**src/rtl/mem_arb_pkg.sv**
```systemverilog
// Shared types and constants for the two-port memory arbiter.
package mem_arb_pkg;

   // Arbiter FSM states: waiting for a request, access in flight, done pulse.
   typedef enum logic [1:0] {
      IDLE = 2'd0,
      BUSY = 2'd1,
      RESP = 2'd2
   } state_e;

   // Which requester owns the current transaction.
   typedef enum logic {
      OWN_IF = 1'b0,
      OWN_DM = 1'b1
   } owner_e;

   // Default watchdog limit in BUSY cycles without mem_ready.
   localparam int DEFAULT_TIMEOUT = 64;

endpackage : mem_arb_pkg

```
**src/rtl/rr_pick2.sv**
```systemverilog
// Combinational two-way round-robin picker: a lone requester wins outright,
// a tie goes to the port that did not win last time.
module rr_pick2
   import mem_arb_pkg::*;
(
   input  logic req_if,
   input  logic req_dm,
   input  logic last_grant,
   output logic grant_valid,
   output logic grant_owner
);

   // Choose the winner from the current requests and the previous owner.
   always_comb begin
      grant_valid = 1'b0;
      grant_owner = OWN_IF;
      if (req_if && req_dm) begin
         grant_valid = 1'b1;
         grant_owner = (last_grant == OWN_IF) ? OWN_DM : OWN_IF;
      end else if (req_if) begin
         grant_valid = 1'b1;
         grant_owner = OWN_IF;
      end else if (req_dm) begin
         grant_valid = 1'b1;
         grant_owner = OWN_DM;
      end else begin
         grant_valid = 1'b0;
         grant_owner = OWN_IF;
      end
   end

endmodule : rr_pick2

```
**src/rtl/mem_port_arbiter.sv**
```systemverilog
// Shares one ready-handshaked memory between instruction fetch and data
// access. One transaction at a time; address, direction and write data are
// held in registers for the whole access, and a watchdog abandons accesses
// that never see mem_ready.
module mem_port_arbiter
   import mem_arb_pkg::*;
#(
   parameter int ADDR_W  = 32,
   parameter int DATA_W  = 32,
   parameter int TIMEOUT = DEFAULT_TIMEOUT
) (
   input  logic              clk,
   input  logic              rst,
   input  logic              if_req,
   input  logic [ADDR_W-1:0] if_addr,
   output logic              if_done,
   output logic [DATA_W-1:0] if_rdata,
   output logic              if_err,
   input  logic              dm_req,
   input  logic              dm_wr,
   input  logic [ADDR_W-1:0] dm_addr,
   input  logic [DATA_W-1:0] dm_wdata,
   output logic              dm_done,
   output logic [DATA_W-1:0] dm_rdata,
   output logic              dm_err,
   output logic              mem_enable,
   output logic              mem_wr,
   output logic [ADDR_W-1:0] mem_addr,
   output logic [DATA_W-1:0] mem_wdata,
   input  logic [DATA_W-1:0] mem_rdata,
   input  logic              mem_ready,
   input  logic              mem_err,
   output logic              timeout_seen
);

   // Last wait-counter value before the watchdog fires.
   localparam logic [15:0] WAIT_LAST = 16'(TIMEOUT - 1);

   state_e            state_r;
   owner_e            owner_r;
   owner_e            last_grant_r;
   logic [15:0]       wait_cnt_r;
   logic              mem_enable_r;
   logic              mem_wr_r;
   logic [ADDR_W-1:0] mem_addr_r;
   logic [DATA_W-1:0] mem_wdata_r;
   logic              if_done_r;
   logic [DATA_W-1:0] if_rdata_r;
   logic              if_err_r;
   logic              dm_done_r;
   logic [DATA_W-1:0] dm_rdata_r;
   logic              dm_err_r;
   logic              timeout_seen_r;
   logic              grant_valid_s;
   logic              grant_owner_s;

   rr_pick2 u_pick (
      .req_if      (if_req),
      .req_dm      (dm_req),
      .last_grant  (last_grant_r),
      .grant_valid (grant_valid_s),
      .grant_owner (grant_owner_s)
   );

   // Arbiter FSM: grant, hold the memory access, capture the response and
   // pulse the owner's done. The mem_* registers double as the latched
   // request and read as zero outside BUSY.
   always_ff @(posedge clk or posedge rst) begin
      if (rst) begin
         state_r        <= IDLE;
         owner_r        <= OWN_IF;
         last_grant_r   <= OWN_DM;
         wait_cnt_r     <= 16'd0;
         mem_enable_r   <= 1'b0;
         mem_wr_r       <= 1'b0;
         mem_addr_r     <= {ADDR_W{1'b0}};
         mem_wdata_r    <= {DATA_W{1'b0}};
         if_done_r      <= 1'b0;
         if_rdata_r     <= {DATA_W{1'b0}};
         if_err_r       <= 1'b0;
         dm_done_r      <= 1'b0;
         dm_rdata_r     <= {DATA_W{1'b0}};
         dm_err_r       <= 1'b0;
         timeout_seen_r <= 1'b0;
      end else begin
         case (state_r)
            IDLE: begin
               if (grant_valid_s) begin
                  owner_r      <= owner_e'(grant_owner_s);
                  wait_cnt_r   <= 16'd0;
                  mem_enable_r <= 1'b1;
                  if (grant_owner_s == OWN_DM) begin
                     mem_wr_r    <= dm_wr;
                     mem_addr_r  <= dm_addr;
                     mem_wdata_r <= dm_wdata;
                  end else begin
                     mem_wr_r    <= 1'b0;
                     mem_addr_r  <= if_addr;
                     mem_wdata_r <= {DATA_W{1'b0}};
                  end
                  state_r <= BUSY;
               end else begin
                  state_r <= IDLE;
               end
            end

            BUSY: begin
               if (mem_ready || (wait_cnt_r == WAIT_LAST)) begin
                  // Either the memory answered or the watchdog gave up;
                  // both end the access and release the memory bus.
                  mem_enable_r <= 1'b0;
                  mem_wr_r     <= 1'b0;
                  mem_addr_r   <= {ADDR_W{1'b0}};
                  mem_wdata_r  <= {DATA_W{1'b0}};
                  state_r      <= RESP;
                  if (owner_r == OWN_IF) begin
                     if_done_r  <= 1'b1;
                     if_rdata_r <= (mem_ready && !mem_wr_r) ? mem_rdata : {DATA_W{1'b0}};
                     if_err_r   <= mem_ready ? mem_err : 1'b1;
                  end else begin
                     dm_done_r  <= 1'b1;
                     dm_rdata_r <= (mem_ready && !mem_wr_r) ? mem_rdata : {DATA_W{1'b0}};
                     dm_err_r   <= mem_ready ? mem_err : 1'b1;
                  end
                  if (!mem_ready) begin
                     timeout_seen_r <= 1'b1;
                  end
               end else begin
                  wait_cnt_r <= wait_cnt_r + 16'd1;
               end
            end

            RESP: begin
               if_done_r    <= 1'b0;
               dm_done_r    <= 1'b0;
               last_grant_r <= owner_r;
               state_r      <= IDLE;
            end

            default: begin
               if_done_r    <= 1'b0;
               dm_done_r    <= 1'b0;
               mem_enable_r <= 1'b0;
               mem_wr_r     <= 1'b0;
               mem_addr_r   <= {ADDR_W{1'b0}};
               mem_wdata_r  <= {DATA_W{1'b0}};
               state_r      <= IDLE;
            end
         endcase
      end
   end

   assign if_done      = if_done_r;
   assign if_rdata     = if_rdata_r;
   assign if_err       = if_err_r;
   assign dm_done      = dm_done_r;
   assign dm_rdata     = dm_rdata_r;
   assign dm_err       = dm_err_r;
   assign mem_enable   = mem_enable_r;
   assign mem_wr       = mem_wr_r;
   assign mem_addr     = mem_addr_r;
   assign mem_wdata    = mem_wdata_r;
   assign timeout_seen = timeout_seen_r;

endmodule : mem_port_arbiter

```
**config.mk**
```make
export PLATFORM = sky130hd
export DESIGN_NAME = mem_port_arbiter
export DESIGN_NICKNAME = d
export VERILOG_FILES = /design/src/rtl/mem_arb_pkg.sv /design/src/rtl/rr_pick2.sv /design/src/rtl/mem_port_arbiter.sv
export SDC_FILE = /design/constraint.sdc
export NUM_CORES = 1
export LEC_CHECK = 0
export ABC_AREA = 1
export CAP_MARGIN = 20
export CORE_MARGIN = 2
export CORE_UTILIZATION = 47
export CTS_CLUSTER_DIAMETER = 40
export DETAILED_ROUTE_END_ITERATION = 8
export PLACE_DENSITY = 0.85
export SETUP_SLACK_MARGIN = 0.02
export SKIP_CTS_REPAIR_TIMING = 1
export SLEW_MARGIN = 25
export SYNTH_ARGS = -nofsm -noshare
export SYNTH_HDL_FRONTEND = slang
export SYNTH_SLANG_ARGS = --single-unit
```
**constraint.sdc**
```tcl
create_clock -name clk -period 9.6 [get_ports clk]
set_input_delay 2.88 -clock clk [delete_from_list [all_inputs] [get_ports clk]]
set_output_delay 2.88 -clock clk [all_outputs]
set_load 0.01 [all_outputs]
```
-- Word level (Yosys, flattened, before mapping)
Index checks and enable logic that the tools add are counted.
- $add $sub $neg: 1
- eq/ne operators: 8
- muxes and demuxes: 33
- bitwise gates (word level): 4
- reductions and logical operators: 14
- operator list (kind ; count):
    two-way mux 32 bit ; 6
    case mux 32 bit (3 select lines) ; 2
    two-way mux 16 bit ; 2
    case mux 16 bit (2 select lines) ; 1
    AND reduction 3 bit ; 7
    adder 16 x 1 -> 16 bit, second input constant ; 1
    equality test 16 x 6 -> 1 bit, second input constant ; 1
    two-way mux 1 bit ; 16
    != test 2 bit, second input constant ; 5
    case mux 1 bit (3 select lines) ; 2
    NOT 1 bit ; 4
    case mux 1 bit (2 select lines) ; 2
    case mux 2 bit (2 select lines) ; 1
    equality test 2 x 1 -> 1 bit, second input constant ; 1
    equality test 2 bit, second input constant ; 1
    logical AND 1 bit ; 2
    logical NOT 2 bit ; 1
    two-way mux 2 bit ; 1
    AND reduction 2 bit ; 1
    nonzero test 2 bit ; 1
    logical NOT 1 bit ; 1
    logical OR 1 bit ; 1
- flip-flop bits (word level): 155
- input port bits: 135
- output and inout port bits: 135
- logic and storage cells: 75

-- Longest topological paths before layout
Gate-level depths: netlist of run 1.
- depth in word-level cells: 6
- gate-level depth with buffers: 11
- depth with buffers taken out: 9

-- Cells and area by module
Synthesis of run 1 repeated with hierarchy kept, for this count alone.
- cell total of the unflattened synthesis: 807
- area, all modules: 6801.5 um2
- by module, submodules not included (module ; times used ; cells each ; area an instance (um2) ; sequential area each (um2)):
    mem_port_arbiter ; 1 ; 804 ; 6786.5 ; 3880.0
    rr_pick2 ; 1 ; 3 ; 15.0 ; 0.0

-- Least setup slack after synthesis of run 1
OpenSTA, ideal clock, no wires.
- kind: input-to-reg
- start: input port if_req
- end: register mem_addr_r[2] (netlist: mem_addr[2])
- setup time: 83 ps
- data arrival time: 3742 ps
- required time: 9517 ps
- setup slack: 5775 ps
- cell stages on the path: 9
- path buffers: 2
- cells stage by stage: nand2_1 nand2_1 inv_1 buf_2 buf_2 nand2_1 nand2_1 nand2_1 o21ai_0
- longest elaborated chain between the ends: 5
- elaborated cells on any way between the ends: 10
- classes of those cells: 1 x eq/ne; 7 x mux; 2 x reduce/logical
- RTL lines (element ; line ; RTL):
    start: declaration ; mem_port_arbiter.sv:14 ; input logic if_req,
    two-way mux 1 bit / logical AND 1 bit (equally long branches) ; rr_pick2.sv:20, rr_pick2.sv:17 ;
    two-way mux 1 bit ; rr_pick2.sv:17 ; if (req_if && req_dm) begin
    two-way mux 32 bit ; mem_port_arbiter.sv:92 ; if (grant_owner_s == OWN_DM) begin
    two-way mux 32 bit ; mem_port_arbiter.sv:88 ; if (grant_valid_s) begin
    case mux 32 bit (3 select lines) ; mem_port_arbiter.sv:86 ; case (state_r)
    end signal: assignment ; mem_port_arbiter.sv:94 ; mem_addr_r <= dm_addr;
    end signal: assignment ; mem_port_arbiter.sv:98 ; mem_addr_r <= if_addr;
    end signal: assignment ; mem_port_arbiter.sv:113 ; mem_addr_r <= {ADDR_W{1'b0}};
    end: declaration ; mem_port_arbiter.sv:45 ; logic [ADDR_W-1:0] mem_addr_r;
Several ways; a longest one is shown, not always the timed one. The select of a mux whose other input is x is not followed.
A chain may end at the register's enable or synchronous reset.

-- Final worst setup path of run 1
- start: input port dm_req
- end: register mem_addr_r[28] (netlist: mem_addr[28])
- longest elaborated chain between the ends: 6
- elaborated cells on any way between the ends: 11
- classes of those cells: 1 x eq/ne; 8 x mux; 2 x reduce/logical
- RTL lines (element ; line ; RTL):
    start: declaration ; mem_port_arbiter.sv:19 ; input logic dm_req,
    two-way mux 1 bit ; rr_pick2.sv:23 ; end else if (req_dm) begin
    two-way mux 1 bit ; rr_pick2.sv:20 ; end else if (req_if) begin
    two-way mux 1 bit ; rr_pick2.sv:17 ;
    two-way mux 32 bit ; mem_port_arbiter.sv:92 ;
    two-way mux 32 bit ; mem_port_arbiter.sv:88 ;
    case mux 32 bit (3 select lines) ; mem_port_arbiter.sv:86 ;
Several ways; a longest one is shown, not always the timed one. The select of a mux whose other input is x is not followed.

==> impl_metrics.yaml, run 1 <==
clock_tree:
  htreeDepth: 4
  clock_buffer_count_from_cts: 17
  tritoncts: "built"
  worst_skew_pair.late_latency_ps: 420
  numClockSinks: 155
  clockBufferDepth: 2
  root_buffer: "clkbuf_16"
  cts.clk_slew.worst_paths_ps: 60
detailed_routing:
  final_routed_wirelength_across_all_metal_layers_um: 19800
  first_iter_violations: 489
  routed_wire_length_per_instance_um: 15.4
  ant_nets: 0
  detail_route.drc_violations: 0
  firstDrtPassIters: 7
  detailroute.via_count: 6501
  viasPerCell: 5.05
floorplanning:
  chipHeight_um: 125
  start_util_pct: 47.9
  io_pins: 270
  chipWidth_um: 125
  rows: 44
  design.die.area_um2: 15700
  design.core.area_um2: 14400
worst_setup_path:
  worst_setup_path_end_kind: "flip-flop"
  worst_setup_path_start_kind: "primary input"
  critical_path_class: "primary input to flip-flop"
  data_required_time_at_the_worst_endpoint_ps: 9930
  worstPathArrival_ps: 4990
  cp_max_fo: 66
sta:
  timing.final.max_slew_violations: 0
  worst_slew_pin_slew_ps: 937
  worst_clock_skew_ps: 13.4
  finalCritPeriodShare_pct: 48.6
  period_minus_slack_ps: 4670
  hold_slack_ps: 469
  grt_setup_unrepaired: "no"
  setup_viol: 0
  worst_slew_margin_rel_pct: 37.6
  top_achievable_clock_speed_ghz: 0.214
  setup_tns_ps: 0
  finalHoldViolCount: 0
final_layout:
  num-nets-final: 1227
  num_antenna_cells: 0
  ff_latch_area_um2: 3880
  layout-drive-gt1-share_pct: 5.71
  final_cell_count_no_fill: 1288
  layout-area-overhead-vs-synth_pct: 48.3
  final_cell_area_um2: 10200
  multi_input_area_um2: 2660
  fillerInstances: 1109
logic_synthesis:
  synth.distinct_cells: 24
  post_synth_inst_count: 846
  ys_seq_area_share_pct: 56.2
  synthesis.area_per_instance_um2: 8.17
  synth-warning-count: 0
  synth_seq_cells: 155
  syn_area_um2: 6910
  postSynthNetCount: 982
power:
  irDropWorstVdd_mv: 0.155
  cellLeakagePower_nw: 4.77
  cellPowerDensity_nw_per_um2: 278
placement:
  placement.cell_area_um2: 9610
  post-dp-hpwl_um: 13400
  final_replace_weighted_congestion: 0.844
  numPlacedInstances: 1256
  placement.io_buffers: 269
run:
  cap_violations: 0
outcome:
  status: "completed"
grt:
  grtUsageTotal_pct: 25.6
  gr-total-overflow: 0
  number_of_global_route_vias_before_repair: 6376
  number_of_antenna_violations_at_the_first_check_in_global_routing: 0
  grt_max_degree: 98
  first_pass_grt_wire_length_um: 32200
min_path:
  path_category_of_the_worst_min_delay_check: "flip-flop to flip-flop"
layout make-up:
type | instances | share of cell area, %
multi-input cells | 617 | 25.9
clock inverters | 13 | 1.86
well taps | 184 | 2.25
repair buffers | 275 | 26.8
flip-flops and latches | 155 | 37.9
clock buffers | 19 | 4.32
inverters | 25 | 0.989
cell usage in the layout (no fill, tap or decap), types with 2 or more instances in the layout:
cell type,netlist,routed
nand2_1,387,386
clkdlybuf4s50_1,0,269
dfrtp_1,154,154
o21ai_1,60,60
nand3_1,57,57
o21ai_0,43,43
nor2_1,35,33
inv_1,25,23
clkbuf_16,0,17
o21ai_2,8,8
nand2_2,5,6
nor2_2,4,5
buf_4,0,5
a21oi_1,4,4
inv_6,0,4
nand4_1,4,4
bufinv_16,0,4
clkinv_4,0,3
nor3b_1,2,2
xor2_1,2,2
clkinv_2,0,2
Yosys cell counts:
| cell | instances | area share (%) |
|---|---|---|
| o21ai_1 | 60 | 4.3 |
| nor3b_1 | 2 | 0.22 |
| ha_1 | 1 | 0.18 |
| o21bai_1 | 1 | 0.11 |
| dfrtp_1 | 154 | 56 |
| nor2_1 | 35 | 1.9 |
| buf_2 | 12 | 0.87 |
| inv_1 | 25 | 1.4 |
| o21ai_0 | 43 | 3.1 |
| nand3_2 | 1 | 0.14 |
| a31oi_1 | 1 | 0.091 |
| nor2_2 | 4 | 0.36 |
| nand2_1 | 387 | 21 |
| nand3_1 | 57 | 4.1 |
| a31o_2 | 1 | 0.13 |
| nand2_4 | 1 | 0.16 |
| dfstp_2 | 1 | 0.38 |
| o21ai_2 | 8 | 1.0 |
| clkbuf_1 | 25 | 1.4 |
| xor2_1 | 2 | 0.25 |
| a21oi_1 | 4 | 0.29 |
| nand4_1 | 4 | 0.36 |
| nand2_2 | 5 | 0.45 |
| buf_6 | 12 | 2.0 |
worst max-delay path, stage by stage:
cell and delay, ps:
clkdlybuf4s50_1 520, nand2_2 430, inv_4 660, nand2_1 130, nand2_1 90, nand2_1 50, o21ai_0 180
flip-flops by register name, indices dropped and copies added, names as in the netlist:
| name | flops |
|---|---|
| mem_addr | 32 |
| timeout_seen | 1 |
| state_r | 2 |
| wait_cnt_r | 16 |
| dm_rdata | 32 |
| dm_done | 1 |
| mem_enable | 1 |
| mem_wr | 1 |
| dm_err | 1 |
| mem_wdata | 32 |
| if_err | 1 |
| if_rdata | 32 |
| owner_r | 1 |
| if_done | 1 |
| last_grant_r | 1 |
metal layers:
layer  track usage [%]  part of all wire (%)  vias up
li1                  -                     -     3194
met1              32.2                    41     3004
met3              6.25                   6.9       58
met4              12.2                   4.0        0
met5                 0                     0        -
met2              41.8                    49      245
worst paths after layout:
kind	startpoint	to	slack, ps	cells past startpoint
min in group asynchronous	rst	mem_addr[17]$_DFFE_PP0P_	2930	2
worst min register to register	mem_wdata[19]$_DFFE_PP0P_	mem_wdata[19]$_DFFE_PP0P_	470	2
worst max-delay path	dm_req	mem_addr[28]$_DFFE_PP0P_	4930	7
worst min-delay path	mem_wdata[19]$_DFFE_PP0P_	mem_wdata[19]$_DFFE_PP0P_	470	2
max in group asynchronous	rst	dm_rdata[7]$_DFFE_PP0P_	5440	3
worst max register to register	state_r[1]$_DFFE_PP0P_	wait_cnt_r[4]$_DFFE_PP0P_	7010	8
cell families after synthesis:
group / synth area share (%)
buffers and inverters: 5.54
AOI/OAI and AO/OA: 9.09
and+or+nand+nor: 28.8
adders and majority gates: 0.181
DFF: 56.2
xor gates and xnor gates: 0.254
stage by stage:
stage	total power [mW]	utilization [%]	setup WS [ps]
4_1_cts	2.87	71.0	4960
3_5_place_dp	2.13	66.6	4520
6_report	2.85	71.0	4930
3_3_place_gp	2.11	66.6	3780
5_1_grt	3.01	71.0	4800
2_1_floorplan	1.57	-	2540
power by group:
group | internal (mW) | switching (mW) | leakage [nW] | total, mW
clock | 0.445 | 0.273 | 0.308 | 0.718
combinational | 0.529 | 0.604 | 2.40 | 1.13
sequential | 0.870 | 0.125 | 2.06 | 0.995
(Power assumes the default switching activity.)
==> run 2, diff against run 1 <==
--- a/config.mk
+++ b/config.mk
@@ -8,10 +8,10 @@
 export ABC_AREA = 1
 export CAP_MARGIN = 20
 export CORE_MARGIN = 2
-export CORE_UTILIZATION = 47
+export CORE_UTILIZATION = 40
 export CTS_CLUSTER_DIAMETER = 40
 export DETAILED_ROUTE_END_ITERATION = 8
-export PLACE_DENSITY = 0.85
+export PLACE_DENSITY = 0.77
 export SETUP_SLACK_MARGIN = 0.02
 export SKIP_CTS_REPAIR_TIMING = 1
 export SLEW_MARGIN = 25
==> constraint.sdc (replaced) <==
create_clock -name clk -period 3.9 [get_ports clk]
set_input_delay 1.17 -clock clk [delete_from_list [all_inputs] [get_ports clk]]
set_output_delay 1.17 -clock clk [all_outputs]
set_load 0.01 [all_outputs]
==> run 2 against run 1 <==
  * Final area is 1.0% higher
  * Critical path type unchanged
  * Sequential power is 150% higher
  * Routed wire length shrank 1.6%
  * Flip-flop and latch count unchanged
  * Total power increased by 150%
  * Largest cell class unchanged
  * Non-clock buffer count is 5 higher
==> impl_metrics.yaml, run 2 (synthesis results as in run 1) <==
final_layout:
  num-nets-final: 1232
  layout-drive-gt1-share_pct: 6.05
  layout.cells.most_common_list: "nand2_1, clkdlybuf4s50_1, dfrtp_1, o21ai_1, nand3_1"
  most_common_cell_after_layout_fill_and_taps_aside: "nand2_1"
  final_cell_count_no_fill: 1334
  layout-area-overhead-vs-synth_pct: 49.8
power:
  finalPower_mw: 6.98
  cellLeakagePower_nw: 4.79
  cellPowerDensity_nw_per_um2: 674
  irDropWorstVdd_mv: 0.697
placement:
  placement.io_buffers: 269
  numPlacedInstances: 1302
  final_replace_weighted_congestion: 0.864
  post-dp-hpwl_um: 14000
detailed_routing:
  viasPerCell: 4.82
  firstDrtPassIters: 5
  first_iter_violations: 433
  final_routed_wirelength_across_all_metal_layers_um: 19500
  detail_route.drc_violations: 0
  routed_wire_length_per_instance_um: 14.6
  detailroute.via_count: 6430
  ant_nets: 0
worst_setup_path:
  critPathBufInv: 2
  worst_setup_path_end_kind: "flip-flop"
  critical_path_class: "primary input to flip-flop"
  critical_path.slowest_cell: "nand2_1"
  worst_setup_path_start_kind: "primary input"
  worstPathArrival_ps: 2960
  max_stage_delay_ps: 490
  worstPathCellList: "clkdlybuf4s50_1, nor2_1, nor2_1, inv_1, nand2_1, nand2_1, o21ai_0"
  cp_max_fo: 20
  timing.critical_path.max_delay_family: "simple AND/OR/NAND/NOR gates"
  data_required_time_at_the_worst_endpoint_ps: 4160
floorplanning:
  io_pins: 270
  chipWidth_um: 135
  design.die.area_um2: 18300
  design.core.area_um2: 17100
  start_util_pct: 40.4
  rows: 48
  chipHeight_um: 135
sta:
  finalCritPeriodShare_pct: 69.1
  grt_setup_unrepaired: "no"
  setup_tns_ps: 0
  finalHoldViolCount: 0
  period_minus_slack_ps: 2700
  top_achievable_clock_speed_ghz: 0.371
  worst_slew_pin_slew_ps: 682
  timing.final.max_slew_violations: 0
  worst_slew_margin_rel_pct: 54.5
  worst_clock_skew_ps: 7.40
  setup_viol: 0
grt:
  grt_max_degree: 87
  gr-total-overflow: 0
  number_of_global_route_vias_before_repair: 6138
  number_of_antenna_violations_at_the_first_check_in_global_routing: 1
  grtUsageTotal_pct: 21.8
  first_pass_grt_wire_length_um: 31500
clock_tree:
  worst_skew_pair.late_latency_ps: 420
  htreeDepth: 4
  clock_buffer_count_from_cts: 17
  numClockSinks: 155
  clockBufferDepth: 2
  root_buffer: "clkbuf_16"
  tritoncts: "built"
  cts.clk_slew.worst_paths_ps: 60
outcome:
  status: "completed"
run:
  cap_violations: 0
min_path:
  path_category_of_the_worst_min_delay_check: "flip-flop to flip-flop"
run 2: cell types whose count changed in the layout (fill, tap and decap cells not counted), sizes merged:
cell      change
buf           +5
clkinvlp      +3
clkbuf        -2
clkinv        -2
bufinv        -1
diode         +1
inv           +1
run 2: metrics by stage:
step	cell area (um2)	setup slack [ps]	utilization (%)	hold WS, ps
6_report	10300	1200	60.5	467
5_1_grt	10300	1070	60.5	496
4_1_cts	10300	1280	60.4	473
3_5_place_dp	9730	837	56.9	457
3_3_place_gp	9730	914	56.9	452
2_1_floorplan	6910	772	-	493
run 2: final timing paths:
kind                                            from                          to  slack, ps  depth (start not counted)
min in group asynchronous                        rst   mem_wdata[11]$_DFFE_PP0P_       1070                          2
max in group asynchronous                        rst    last_grant_r$_DFFE_PP1P_       2060                          3
min reg2reg                mem_wdata[31]$_DFFE_PP0P_   mem_wdata[31]$_DFFE_PP0P_        470                          2
min                        mem_wdata[31]$_DFFE_PP0P_   mem_wdata[31]$_DFFE_PP0P_        470                          2
max                                           if_req  wait_cnt_r[10]$_DFFE_PP0P_       1200                          7
max reg2reg                   state_r[1]$_DFFE_PP0P_    mem_addr[17]$_DFFE_PP0P_       1530                          8
run 2: power by group:
part	internal (mW)	switching, mW
sequential	2.14	0.300
clock	1.02	0.698
combinational	1.33	1.49
run 2: worst register-to-register path: cells and delay by family, from the launching register on:
family          cells  cell delay (ps)
buf+inv             2              480
compound gates      1              110
simple gates        5             1200
flops               1              490
run 2: area by class of cell:
cell class              instances  area [um2]
inverters                      25        97.6
fillers                      1523        6770
multi-input cells             617        2660
clock buffers                  17         425
repair buffers                280        2810
clock inverters                14         188
flip-flops and latches        155        3880
well taps                     225         282
diodes                          1        2.50
run 2: per-layer routing:
| metal | up-vias | wire length (um) | global-route usage [%] |
|---|---|---|---|
| li1 | 3195 | - | - |
| met1 | 2994 | 8310 | 27.6 |
| met2 | 201 | 9490 | 36.0 |
| met3 | 40 | 1090 | 4.75 |
| met4 | 0 | 633 | 9.72 |
| met5 | - | 0 | 0 |
